==> src/rtl/rotator_arbiter.sv <==
// rotator_arbiter: round-robin front end sharing one N-bit rotate-right unit among R requesters.
// Optional feature macro ROTATE_LEFT_EN adds per-requester reqDir (1 = rotate left).
module rotator_arbiter #(
   parameter int unsigned N = 8,
   parameter int unsigned R = 4
) (
   input  logic                   clk,
   input  logic                   reset,
   input  logic [R-1:0]           reqValid,
   input  logic [R*N-1:0]         reqData,
   input  logic [R*$clog2(N)-1:0] reqAmount,
`ifdef ROTATE_LEFT_EN
   input  logic [R-1:0]           reqDir,
`endif
   output logic [R-1:0]           reqReady,
   output logic                   rspValid,
   output logic [N-1:0]           rspData,
   output logic [$clog2(R)-1:0]   rspId,
   input  logic                   rspReady,
   output logic                   busy
);

   localparam int unsigned A = $clog2(N);
   localparam int unsigned I = $clog2(R);

   typedef enum logic [1:0] {StIdle, StRotate, StResp} state_e;

   state_e         state_q;
   logic [I-1:0]   ptr_q;
   logic [N-1:0]   op_q;
   logic [A-1:0]   amt_q;
   logic [I-1:0]   id_q;
   logic           rsp_valid_q;
   logic [N-1:0]   rsp_data_q;
   logic [I-1:0]   rsp_id_q;

   logic           grant_found;
   logic [I-1:0]   grant_idx;
   logic [N-1:0]   sel_data;
   logic [A-1:0]   sel_amt_raw;
   logic [A-1:0]   sel_amt;
   logic [N-1:0]   rot_res;

   // Search starts one past the last winner so every requester gets a turn.
   always_comb begin
      grant_found = 1'b0;
      grant_idx   = '0;
      for (int unsigned i = 1; i <= R; i++) begin
         if (!grant_found && reqValid[(32'(ptr_q) + i) % R]) begin
            grant_found = 1'b1;
            grant_idx   = I'((32'(ptr_q) + i) % R);
         end
      end
   end

   always_comb begin
      sel_data    = reqData[32'(grant_idx)*N +: N];
      sel_amt_raw = reqAmount[32'(grant_idx)*A +: A];
      sel_amt     = sel_amt_raw;
`ifdef ROTATE_LEFT_EN
      // Left by k equals right by (N - k) mod N; N is a power of two so negate in A bits.
      if (reqDir[grant_idx]) begin
         sel_amt = A'(0) - sel_amt_raw;
      end
`endif
   end

   always_comb begin
      reqReady = '0;
      if (state_q == StIdle && !reset && grant_found) begin
         reqReady[grant_idx] = 1'b1;
      end
   end

   assign rot_res = N'({op_q, op_q} >> amt_q);

   always_ff @(posedge clk) begin
      if (reset) begin
         state_q     <= StIdle;
         ptr_q       <= I'(R - 1);
         op_q        <= '0;
         amt_q       <= '0;
         id_q        <= '0;
         rsp_valid_q <= 1'b0;
         rsp_data_q  <= '0;
         rsp_id_q    <= '0;
      end else begin
         unique case (state_q)
            StIdle: begin
               if (grant_found) begin
                  op_q    <= sel_data;
                  amt_q   <= sel_amt;
                  id_q    <= grant_idx;
                  ptr_q   <= grant_idx;
                  state_q <= StRotate;
               end
            end
            StRotate: begin
               rsp_data_q  <= rot_res;
               rsp_id_q    <= id_q;
               rsp_valid_q <= 1'b1;
               state_q     <= StResp;
            end
            StResp: begin
               if (rspReady) begin
                  rsp_valid_q <= 1'b0;
                  state_q     <= StIdle;
               end
            end
            default: state_q <= StIdle;
         endcase
      end
   end

   assign rspValid = rsp_valid_q;
   assign rspData  = rsp_data_q;
   assign rspId    = rsp_id_q;
   assign busy     = (state_q != StIdle);

endmodule
==> config.mk <==
export PLATFORM = sky130hd
export DESIGN_NAME = rotator_arbiter
export DESIGN_NICKNAME = d
export VERILOG_FILES = /design/src/rtl/rotator_arbiter.sv
export SDC_FILE = /design/constraint.sdc
export NUM_CORES = 1
export LEC_CHECK = 0
export ABC_CLOCK_PERIOD_IN_PS = 2000
export BUFFER_PORTS_ARGS = -buffer_cell sky130_fd_sc_hd__buf_4
export CAP_MARGIN = 20
export CORE_MARGIN = 2
export CORE_UTILIZATION = 30
export CTS_CLUSTER_DIAMETER = 30
export CTS_CLUSTER_SIZE = 30
export DETAILED_ROUTE_END_ITERATION = 6
export PLACE_DENSITY = 0.62
export SLEW_MARGIN = 5
export SYNTH_ARGS = -nofsm -noshare
export SYNTH_HDL_FRONTEND = slang
export SYNTH_SLANG_ARGS = --single-unit
==> constraint.sdc <==
create_clock -name clk -period 2 [get_ports clk]
set_clock_uncertainty 0.05 [all_clocks]
set_input_delay 0.3 -clock clk [delete_from_list [all_inputs] [get_ports clk]]
set_output_delay 0.3 -clock clk [all_outputs]
set_load 0.02 [all_outputs]
## After elaboration in Yosys (flattened, before gate mapping)

Cells that the tools add are included.

| storage, ports and cells | value |
|---|---|
| register bits | 28 |
| bits of input ports | 51 |
| word-level logic and storage cells | 66 |
| output and inout bits | 16 |

| operators by class | value |
|---|---|
| shifts and indexed selects | 3 |
| multiplexer cells | 24 |
| multipliers | 1 |
| equal/unequal tests | 4 |
| $lt $le $gt $ge | 6 |
| reduce and logical (&&, ||, !) cells | 16 |
| add/sub/neg operators | 4 |

Operators with widths:

| kind | count |
|---|---|
| variable part select 32 x 6 -> 8 bit | 1 |
| right shift 16 x 3 -> 8 bit | 1 |
| < comparator 2 x 3 -> 1 bit, second input constant | 5 |
| 2-to-1 mux 2 bit | 6 |
| variable part select 12 x 5 -> 3 bit | 1 |
| 2-to-1 mux 1 bit | 10 |
| binary-select mux 1 bit (select 2 bit) | 4 |
| logical AND 1 bit | 6 |
| case mux 2 bit (3 select lines) | 1 |
| AND reduction 2 bit | 3 |
| adder 2 x 1 -> 2 bit, second input constant | 2 |
| adder 2 bit, second input constant | 2 |
| logical NOT 1 bit | 4 |
| multiplier 2 x 2 -> 4 bit, second input constant | 1 |
| 2-to-1 mux 4 bit | 1 |
| inequality test 2 bit, second input constant | 2 |
| nonzero test 2 bit | 2 |
| demux 1 bit (select 2 bit) | 1 |
| equality test 2 x 1 -> 1 bit, second input constant | 1 |
| equality test 2 bit, second input constant | 1 |
| greater-or-equal comparator 2 x 1 -> 1 bit, second input constant | 1 |
| logical NOT 2 bit | 1 |
| case mux 1 bit (2 select lines) | 1 |

## Longest topological paths before layout

Gate-level depths: netlist of the first run.

| logic depth | value |
|---|---|
| depth in word-level cells | 18 |
| mapped depth | 7 |
| mapped depth without buffers | 5 |

## Worst setup path before layout of the first run

No wires, ideal clock.

| path | value |
|---|---|
| path kind | input port to output port |
| from | in reqValid[3] |
| to | out reqReady[0] |
| path buffers | 2 |
| path slack | 0.312 ns |
| data required time | 1.650 ns |
| stages | 6 |
| arrival | 1.338 ns |
| path through | nor2b_1 > o21ai_2 > and3_1 > buf_4 > buf_6 > and3_1 |

| on the way | value |
|---|---|
| cells in the longest elaborated chain, start to end | 17 |
| elaborated cells between the ends (all ways) | 29 |
| those cells by class | 2 x order compare; 19 x mux; 8 x reduce/logical |

Ends and longest elaborated chain:

| item | RTL line | text |
|---|---|---|
| from (decl) | 9 | `input logic [R-1:0] reqValid,` |
| binary-select mux 1 bit (select 2 bit) | 49 | `if (!grant_found && reqValid[(32'(ptr_q) + i) % R]) begin` |
| 2-to-1 mux 1 bit (implied by the code) | 49 |  |
| 2-to-1 mux 1 bit | 49 |  |
| logical NOT 1 bit | 49 |  |
| logical AND 1 bit | 49 |  |
| 2-to-1 mux 1 bit | 49 |  |
| logical NOT 1 bit | 49 |  |
| logical AND 1 bit | 49 |  |
| 2-to-1 mux 1 bit | 49 |  |
| logical NOT 1 bit | 49 |  |
| logical AND 1 bit | 49 |  |
| 2-to-1 mux 2 bit | 49 |  |
| < comparator 2 x 3 -> 1 bit (implied by the code) or greater-or-equal comparator 2 x 1 -> 1 bit (tied branches) | 71 | `reqReady[grant_idx] = 1'b1;` |
| logical AND 1 bit (implied by the code) | 71 |  |
| 2-to-1 mux 1 bit (implied by the code) | 71 |  |
| demux 1 bit (select 2 bit) | 71 |  |
| 2-to-1 mux 4 bit (*) | 70 | `if (state_q == StIdle && !reset && grant_found) begin` |
| to (decl) | 15 | `output logic [R-1:0] reqReady,` |

Every way passes the cells marked *; elsewhere a longest branch is shown, timed or not. The select of a mux whose other input is x is not followed.

## Worst setup path in the final report of the first run

| path | value |
|---|---|
| from | reg ptr_q[0] |
| to | out reqReady[0] |

| on the way | value |
|---|---|
| cells in the longest elaborated chain, start to end | 18 |
| elaborated cells between the ends (all ways) | 33 |
| those cells by class | 4 x add/sub; 2 x order compare; 19 x mux; 8 x reduce/logical |

Ends and longest elaborated chain:

| item | RTL line | text |
|---|---|---|
| from (decl) | 29 | `logic [I-1:0] ptr_q;` |
| from (signal assigned) | 80 | `ptr_q <= I'(R - 1);` |
| from (signal assigned) | 94 | `ptr_q <= grant_idx;` |
| adder 2 x 1 -> 2 bit | 49, 51 |  |
| binary-select mux 1 bit (select 2 bit) | 49 |  |
| 2-to-1 mux 1 bit (implied by the code) | 49 |  |
| 2-to-1 mux 1 bit | 49 |  |
| logical NOT 1 bit | 49 |  |
| logical AND 1 bit | 49 |  |
| 2-to-1 mux 1 bit | 49 |  |
| logical NOT 1 bit | 49 |  |
| [... 2 more ...] | -- |  |
| logical NOT 1 bit | 49 |  |
| logical AND 1 bit | 49 |  |
| 2-to-1 mux 2 bit | 49 |  |
| < comparator 2 x 3 -> 1 bit (implied by the code) or greater-or-equal comparator 2 x 1 -> 1 bit (tied branches) | 71 |  |
| logical AND 1 bit (implied by the code) | 71 |  |
| 2-to-1 mux 1 bit (implied by the code) | 71 |  |
| demux 1 bit (select 2 bit) | 71 |  |
| 2-to-1 mux 4 bit (*) | 70 |  |

Marked as above.

==> metrics.txt, run 1 <==
Die Span X 82.0 µm; final hold vios 0; number of nets in the synthesized netlist 239; Hold Path Class in2reg; Yosys reg bits 28; most instantiated library cell after synthesis sky130_fd_sc_hd__dfxtp_1; signal arrival time at the worst endpoint 1510 ps; Synth Area in XOR/XNOR 0%; Leakage Power 1.08 nW; final setup fails 0; share of Yosys cell area claimed by the top area cell type 30.7%; Via-to-Cell Ratio 4.93; CTS clock-pin slew for the worst setup and hold paths 90 ps; number of cells upsized or downsized after cts 0; die outline height 82.0 µm; leading post-synthesis cells by cell area sky130_fd_sc_hd__dfxtp_1 31%, sky130_fd_sc_hd__a211oi_2 12%, sky130_fd_sc_hd__mux2i_1 12%; pin count of the biggest net entering global routing 29; post-layout min period 1860 ps; DRC violation total after the first TritonRoute iteration 43; Async S/R FF share, synth 0%; clock tree from TritonCTS yes; Tcrit/Tclk final 93.2%; total negative slack 0 ps; result of the run finished clean; Routed Wire Length 4230 µm; diodes inserted 0; count of nets left with antenna violations after detail routing 0; placement row count 28; share of the yosys chip area belonging to registers 30.7%; Tightest Pin Transition 475 ps; worst-case clock buffer depth 2; synthesized-area fraction occupied by adder cells 0%; drc violations 0; first drt pass iteration count 4; Worst EP required 1650 ps; Syn Area/Cell 9.70 µm²; post-cts hold buffer count 0; Boundary Pins 67; max capacitance violation total 0; share of cell area taken by muxes after synthesis 21.4%; number of enable flip-flop cells after synthesis 0; number of vias after detailed routing 1608; largest family of logic cells by synthesized area compound AO/OA/AOI/OAI gates; aggregate global-route resource usage 13.0%; Power, Total 0.00187 W; Post-Synth Simple-Gate Area 8.85%; cell chosen for the clock root sky130_fd_sc_hd__clkbuf_8; commonest cells in the netlist 28 x sky130_fd_sc_hd__dfxtp_1, 21 x sky130_fd_sc_hd__mux2i_1, 21 x sky130_fd_sc_hd__nor2_1, 17 x sky130_fd_sc_hd__a211oi_2, 14 x sky130_fd_sc_hd__a211oi_1; Max Slew Vio Count 0; Port-buffer cells 66; commonest register cell after synthesis sky130_fd_sc_hd__dfxtp_1; total grt overflow 0; Max Fanout on Critical Path 5; Floorplan Core Area 5890 µm²; filler cell count 596; pre-CTS setup slack 208 ps; Worst Setup Start Kind flip-flop; initial antenna violation count 0; estimated wirelength of the detail-placed design 3360 µm; synthesis warning total 0; post-synth design cell area 1820 µm²; setup repair after global routing missed its margin no; via count of the first global-routing pass 1541; worst setup path class reg2out; maximum operating frequency 537 MHz; # clock sinks 28; count of buffers added by post-CTS timing repair for setup 0; minimum setup slack in the final design 137 ps; fraction of layout cells with a size suffix above 1 45.8%; effective utilization at floorplan 31.0%; Compound-Gate Fraction of Synth Area 31.1%; IR Drop Worst-Case VDD 0.000285 V; category of the worst setup path capture point output port; worst rel slew slack 68.3%; number of different library cells in the post-synthesis netlist 32; H-tree depth 1; gp weighted congestion 0.721; number of buffers inserted during clock tree synthesis 3; overall die area 6720 µm²; final net count 303; layout overhead on the synthesized area 36.4%; number of cells produced by synthesis 188; post-synth top area cell sky130_fd_sc_hd__dfxtp_1; worst hold slack 277 ps; PwrDens 751 nW/µm²; wire length per cell 13.0 µm; clock latency reported for the late side of the worst-skew pair 270 ps; global-route wire length before repair 7000 µm
-- placed cells by master, fill, tap and decap left out, types with 2 or more instances in the layout --
master,synthesis,layout
sky130_fd_sc_hd__buf_4,2,75
sky130_fd_sc_hd__dfxtp_1,28,27
sky130_fd_sc_hd__mux2i_1,21,21
sky130_fd_sc_hd__nor2_1,21,20
sky130_fd_sc_hd__a211oi_2,17,17
sky130_fd_sc_hd__a211oi_1,14,14
sky130_fd_sc_hd__inv_1,13,13
sky130_fd_sc_hd__o21bai_1,12,12
sky130_fd_sc_hd__a31oi_1,11,11
sky130_fd_sc_hd__mux4_2,8,8
sky130_fd_sc_hd__and3_1,5,4
sky130_fd_sc_hd__clkbuf_8,0,4
sky130_fd_sc_hd__o21ai_0,2,2
sky130_fd_sc_hd__nor2b_1,3,2
sky130_fd_sc_hd__a21oi_1,2,2
-- state kept, by name, indices dropped and copies added (netlist names) --
name,flops
amt_q,3
id_q,2
op_q,8
ptr_q,2
rspData,8
rspId,2
rspValid,1
state_q,2
-- per-layer routing --
metal	up-vias	GRT usage (%)	wire length (µm)
li1	836	-	-
met1	719	18.9	2090
met2	51	20.4	1870
met3	2	1.65	241
met4	0	3.00	28
met5	-	0	0
-- worst max-delay path, stage by stage (launching register included) --
cell	delay [ps]
sky130_fd_sc_hd__dfxtp_2	350
sky130_fd_sc_hd__nand2b_4	150
sky130_fd_sc_hd__a21o_1	160
sky130_fd_sc_hd__and3_2	260
sky130_fd_sc_hd__and3_1	160
sky130_fd_sc_hd__buf_4	150
-- path summary, 6_finish.rpt --
path	cells after the start	start	slack (ps)	to
max reg2reg	3	amt_q[0]	370	rspData[4]
min	3	reqData[3]	280	op_q[3]
min reg2reg	2	id_q[0]	450	id_q[0]
max	5	ptr_q[0]	140	reqReady[0]
-- through the flow --
step | cell area [µm²] | utilization [%] | instances
floorplan | 1820 | - | 188
global route | 2490 | 42.3 | 326
global placement | 2410 | 40.9 | 322
detailed placement | 2410 | 40.9 | 322
finish | 2490 | 42.3 | 326
CTS | 2460 | 41.8 | 326
-- logic make-up (layout without fill, tap and decap cells) --
kind of cell / after synthesis / in the layout
AO/OA/AOI/OAI: 66 / 66
buffers and inverters: 30 / 93
flip-flops: 28 / 28
AND/OR/NAND/NOR: 35 / 35
multiplexers: 29 / 29
-- where the power goes --
group | switching [W] | leakage [nW] | internal [W]
Combinational | 0.000364 | 0.824 | 0.000416
Clock | 0.000170 | 0.0288 | 0.000176
Sequential | 0.000102 | 0.231 | 0.000641
Total | 0.000636 | 1.08 | 0.00123
-- cell type report --
| type | count | area [µm²] | area share (%) |
|---|---|---|---|
| well taps | 75 | 93.8 | 3.77 |
| flip-flops and latches | 28 | 562 | 22.6 |
| inverters | 13 | 48.8 | 1.96 |
| clock buffers | 4 | 55.1 | 2.21 |
| multi-input cells | 130 | 1140 | 46.0 |
| repair buffers | 76 | 583 | 23.4 |
(Power assumes the default switching activity.)
==> run 2, diff against run 1 <==
Settings changed: CTS_BUF_LIST set to sky130_fd_sc_hd__clkbuf_16.
==> run 2 against run 1 <==
Effect of this change:
- highest routed layer unchanged
- wire length about the same
- clock-buffer cell count shrank 1
- sequential cell count did not move
- largest cell class unchanged
- sequential share of layout area decreased by 0.17 points
- cell count is the same
- via count up 0.62%
- non-clock buffer count unchanged
- clock power is 31% higher
- worst hold slack improved by 10 ps
- utilization grew 0.32 points
- combinational power hardly changed
- largest power group unchanged
- first-iteration DRC count did not move
==> metrics.txt, run 2 (same netlist as run 1, synthesis figures left out) <==
leading cell types in the layout, fill and taps excluded 75 x sky130_fd_sc_hd__buf_4, 27 x sky130_fd_sc_hd__dfxtp_1, 21 x sky130_fd_sc_hd__mux2i_1; Routed Wire Length 4220 µm (about the same); post-layout min period 1900 ps (+34.9 ps); final standard cell area without fillers 2510 µm² (+0.75%); setup repair after global routing missed its margin no; aggregate global-route resource usage 13.2% (+0.16 points); category of the worst setup path capture point output port; core occupancy in the finished layout 42.6% (+0.32 points); overall die area 6720 µm² (unchanged); worst setup slack for register-to-register paths 370 ps (about the same); Floorplan Core Area 5890 µm² (unchanged); drc violations 0 (unchanged); result of the run finished clean; PwrDens 788 nW/µm² (+4.9%); worst hold slack 288 ps (+10.3 ps); estimated wirelength of the detail-placed design 3360 µm (unchanged); capturing element of the worst setup path reqReady[1]; signal arrival time at the worst endpoint 1550 ps (+40 ps); Leakage Power 1.09 nW (+0.52%); first drt pass iteration count 4 (unchanged); global-route wire length before repair 7000 µm (unchanged); pre-CTS setup slack 208 ps (unchanged); final setup fails 0 (unchanged); max capacitance violation total 0 (unchanged); count of buffers added by post-CTS timing repair for setup 0 (unchanged); filler cell count 598 (+0.34%); total grt overflow 0 (unchanged); Tightest Pin Transition 474 ps (-1.35 ps); wire length per cell 13.0 µm (about the same); Worst Setup Start Kind flip-flop; Hold Path Class in2reg; post-cts hold buffer count 0 (unchanged); uppermost signal routing layer after detailed routing met4; worst setup path class reg2out; via count of the first global-routing pass 1545 (+0.26%); H-tree depth 1 (unchanged); worst rel slew slack 68.4% (+0.090 points); count of nets left with antenna violations after detail routing 0 (unchanged); Worst EP required 1650 ps (about the same); Worst setup startpoint ptr_q[0]; number of cells traversed by the worst register-to-register path 3 (unchanged); total negative slack 0 ps (unchanged); Via-to-Cell Ratio 4.96 (+0.62%); pin count of the biggest net entering global routing 29 (unchanged); R2R Path Start amt_q[0]; most common library cell in the layout ignoring fill and taps sky130_fd_sc_hd__buf_4; gp weighted congestion 0.721 (unchanged); Boundary Pins 67 (unchanged); IR Drop Worst-Case VDD 0.000330 V (+16%); layout overhead on the synthesized area 37.4%; CTS clock-pin slew for the worst setup and hold paths 70 ps (-20 ps); number of cells upsized or downsized after cts 0 (unchanged); wire length on met3 248 µm (+2.9%); die outline height 82.0 µm (unchanged); diodes inserted 0 (unchanged); clock latency reported for the late side of the worst-skew pair 260 ps (about the same); final net count 303 (unchanged); clock tree from TritonCTS yes; final hold vios 0 (unchanged); fraction of layout cells with a size suffix above 1 45.0% (-0.80 points); FF-to-FF End rspData[4]; Tcrit/Tclk final 94.9% (+1.7 points); number of buffers inserted during clock tree synthesis 3 (unchanged); effective utilization at floorplan 31.0% (unchanged); placement row count 28 (unchanged); number of vias after detailed routing 1618 (+0.62%); DRC violation total after the first TritonRoute iteration 43 (unchanged); initial antenna violation count 0 (unchanged); minimum setup slack in the final design 102 ps (-34.9 ps); maximum operating frequency 527 MHz (-1.8%); # clock sinks 28 (unchanged); cell chosen for the clock root sky130_fd_sc_hd__clkbuf_16; Port-buffer cells 66 (unchanged); Max Fanout on Critical Path 12 (+7); Die Span X 82.0 µm (unchanged); multi-input logic area 1140 µm² (-0.44%); metal1 wirelength 2050 µm (-2.1%); area of all sequential standard cells 562 µm² (unchanged); area after detailed placement 2410 µm² (unchanged); total length of routed met2 wires 1880 µm (+0.64%); Max Slew Vio Count 0 (unchanged); worst-case clock buffer depth 2 (unchanged)
run 2: changes by cell type in the layout (fill, tap and decap cells not counted), sizes merged:
cell	change
clkinv	+1
clkbuf	-1
run 2: layout make-up:
cell class,count,area share [%]
Multi-Input combinational cell,130,45.5
Timing Repair Buffer,76,23.3
Sequential cell,28,22.4
Tap cell,75,3.74
Clock buffer,3,3.00
Inverter,13,1.95
Clock inverter,1,0.150
run 2: worst min-delay path by stage:
| stage | to | from | cells past startpoint | slack (ps) |
|---|---|---|---|---|
| final | op_q[3] | reqData[3] | 3 | 290 |
| after detailed placement | id_q[0] | id_q[0] | 2 | 440 |
| after global placement | id_q[1] | id_q[1] | 2 | 420 |
| after CTS | op_q[3] | reqData[3] | 3 | 290 |
| after floorplan | id_q[1] | id_q[1] | 2 | 410 |
| after global routing | amt_q[1] | reqAmount[1] | 3 | 290 |
run 2: where the power goes:
part,switching [W],internal (W),total [W]
Clock,0.000186,0.000268,0.000454
Combinational,0.000363,0.000415,0.000778
Sequential,0.000101,0.000641,0.000743
Total,0.000650,0.00132,0.00197
run 2: per-stage QoR:
stage,total power (W),cells
floorplan,0.00129,188
global placement,0.00152,322
detailed placement,0.00153,322
CTS,0.00199,326
global route,0.00211,326
finish,0.00197,326
run 2: per-layer routing:
layer	vias up	GRT usage [%]
met2	53	20.5
met3	4	1.98
met1	724	18.7
met4	0	4.00
li1	837	-
met5	-	0
run 2: critical path, stage by stage, from the launching register on:
cell                       delay (ps)
sky130_fd_sc_hd__dfxtp_2          360
sky130_fd_sc_hd__nand2b_4         150
sky130_fd_sc_hd__a21o_1           120
sky130_fd_sc_hd__buf_4            170
sky130_fd_sc_hd__nand3_1          150
sky130_fd_sc_hd__and3_1           180
sky130_fd_sc_hd__buf_4            150
==> run 3, diff against run 2 <==
Settings changed: CTS_CLUSTER_DIAMETER 30 to 120, PLACE_DENSITY 0.62 to 0.49.
==> run 3 against run 2 <==
Effect of this change:
- sequential power hardly changed
- via count shrank 3.3%
- highest routed layer unchanged
- first-iteration DRC count decreased by 12%
- fmax shrank 0.21%
- sequential share of layout area is 0.28 points lower
- cell area increased by 1.2%
- register-to-register slack got worse by 50 ps
- die area is the same
==> metrics.txt, run 3 (same netlist as run 1, synthesis figures left out) <==
result of the run finished clean; Leakage Power 1.10 nW (+1.2%); IR Drop Worst-Case VDD 0.000323 V (-2.0%); CTS clock-pin slew for the worst setup and hold paths 70 ps (about the same); minimum setup slack in the final design 97.6 ps (-3.95 ps); Hold Path Class in2reg; diodes inserted 0 (unchanged); final setup fails 0 (unchanged); cell chosen for the clock root sky130_fd_sc_hd__clkbuf_16; via count of the first global-routing pass 1551 (+0.39%); Min-Delay Endpoint op_q[3]; final net count 304 (+0.33%); number of cells traversed by the worst register-to-register path 6 (+3); worst-case clock buffer depth 2 (unchanged); FF-to-FF End op_q[1]; Post-Layout Cell Count 327 (+0.31%); worst hold slack 292 ps (+4.68 ps); first drt pass iteration count 4 (unchanged); leading cell types in the layout, fill and taps excluded 76 x sky130_fd_sc_hd__buf_4, 27 x sky130_fd_sc_hd__dfxtp_1, 21 x sky130_fd_sc_hd__mux2i_1; Max Slew Vio Count 0 (unchanged); Die Span X 82.0 µm (unchanged); layout overhead on the synthesized area 39.1%; Tightest Pin Transition 477 ps (+3.19 ps); Routed Wire Length 4340 µm (+2.7%); Hold Crit Start reqData[3]; placement row count 28 (unchanged); aggregate global-route resource usage 13.7% (+0.54 points); Tcrit/Tclk final 95.1% (+0.20 points); maximum operating frequency 526 MHz (-0.21%); worst setup slack for register-to-register paths 320 ps (-50 ps); estimated wirelength of the detail-placed design 3470 µm (+3.4%); worst setup path class reg2out; hold path cells 3 (unchanged); slowest CP cell sky130_fd_sc_hd__dfxtp_2; Max Fanout on Critical Path 5 (-7); total grt overflow 0 (unchanged); signal arrival time at the worst endpoint 1550 ps (about the same); overall die area 6720 µm² (unchanged); clock tree from TritonCTS yes; wire length per cell 13.3 µm (+2.4%); # clock sinks 28 (unchanged); pin count of the biggest net entering global routing 29 (unchanged); Via-to-Cell Ratio 4.79 (-3.6%); filler cell count 598 (unchanged); R2R Path Start ptr_q[1]; DRC violation total after the first TritonRoute iteration 38 (-12%); Worst EP required 1650 ps (about the same); max capacitance violation total 0 (unchanged); die outline height 82.0 µm (unchanged); Boundary Pins 67 (unchanged); Port-buffer cells 66 (unchanged); count of nets left with antenna violations after detail routing 0 (unchanged); post-layout min period 1900 ps (+3.95 ps); most common library cell in the layout ignoring fill and taps sky130_fd_sc_hd__buf_4; global-route wire length before repair 7180 µm (+2.6%); H-tree depth 1 (unchanged); slowest cell delay on critical path 340 ps (-20 ps); Worst Setup Start Kind flip-flop; gp weighted congestion 0.757 (+4.9%); clock latency reported for the late side of the worst-skew pair 260 ps (about the same); PwrDens 834 nW/µm² (+5.9%); Floorplan Core Area 5890 µm² (unchanged); Power, Total 0.00212 W (+7.2%); worst rel slew slack 68.2% (-0.21 points); fraction of layout cells with a size suffix above 1 45.6% (+0.62 points); effective utilization at floorplan 31.0% (unchanged); number of buffers inserted during clock tree synthesis 3 (unchanged); pre-CTS setup slack 223 ps (+14.6 ps); category of the worst setup path capture point output port; final hold vios 0 (unchanged); Placed Cells 323 (+0.31%); number of vias after detailed routing 1565 (-3.3%); count of buffers added by post-CTS timing repair for setup 0 (unchanged); drc violations 0 (unchanged); initial antenna violation count 0 (unchanged); crit-path cells nand2b_1 > a21o_1 > and3_2 > and3_1 > buf_4
[run 3: cell types whose count changed in the layout (fill, tap and decap cells not counted)]
cell	previous run	this run
sky130_fd_sc_hd__nand3_2	0	1
sky130_fd_sc_hd__nand2b_4	1	0
sky130_fd_sc_hd__clkinv_1	1	0
sky130_fd_sc_hd__nand3_1	1	0
sky130_fd_sc_hd__buf_4	75	76
sky130_fd_sc_hd__bufinv_16	0	1
sky130_fd_sc_hd__nand2b_1	1	2
[run 3: area by class of cell]
class	instances	area [µm²]	area share (%)
clock buffer	3	75.1	2.96
timing repair buffer	77	591	23.3
clock inverter	1	30.0	1.18
inverter	13	48.8	1.92
tap	75	93.8	3.70
multi-input combinational	130	1140	44.8
sequential	28	562	22.1
[run 3: layer usage]
metal | vias up | track usage, % | share of wire, %
met5 | - | 0 | 0
met4 | 0 | 4.50 | 0.83
met3 | 2 | 1.65 | 5.3
met2 | 50 | 20.3 | 42
met1 | 673 | 20.4 | 52
li1 | 840 | - | -
[run 3: what timing repair did]
action / in CTS / in global routing
hold buffers: 0 / 0
gates resized for setup: 0 / 6
endpoints found under the setup margin: 0 / 4
hold endpoints to repair: 0 / 0
[run 3: how the worst max path moves through the flow]
stage / startpoint / end / slack, ps / cells after the start
final: ptr_q[0] / reqReady[2] / 100 / 5
after global routing: state_q[1] / reqReady[0] / -10 / 5
after detailed placement: reqValid[3] / amt_q[1] / 220 / 7
after CTS: ptr_q[0] / reqReady[2] / 30 / 5
after global placement: reqValid[3] / amt_q[1] / 240 / 7
after floorplan: reqValid[3] / reqReady[0] / 310 / 6
[run 3: report_power, final]
group          total (W)  switching (W)  internal, W  leakage, nW
sequential      0.000744       0.000103     0.000641        0.231
clock           0.000584       0.000185     0.000398       0.0511
combinational   0.000788       0.000371     0.000418        0.820
[run 3: critical path: cells and delay by family (launching register included)]
family                 cells  cell delay (ps)
AND/OR/NAND/NOR            3              620
flip-flops                 1              340
AO/OA/AOI/OAI              1              190
buffers and inverters      1              150
[run 3: stage by stage]
stage               area (µm²)  util [%]  setup TNS (ps)
finish                    2540      43.1               0
floorplan                 1820         -               0
CTS                       2520      42.8               0
detailed placement        2410      41.0               0
global route              2540      43.1           -16.9
global placement          2410      41.0               0
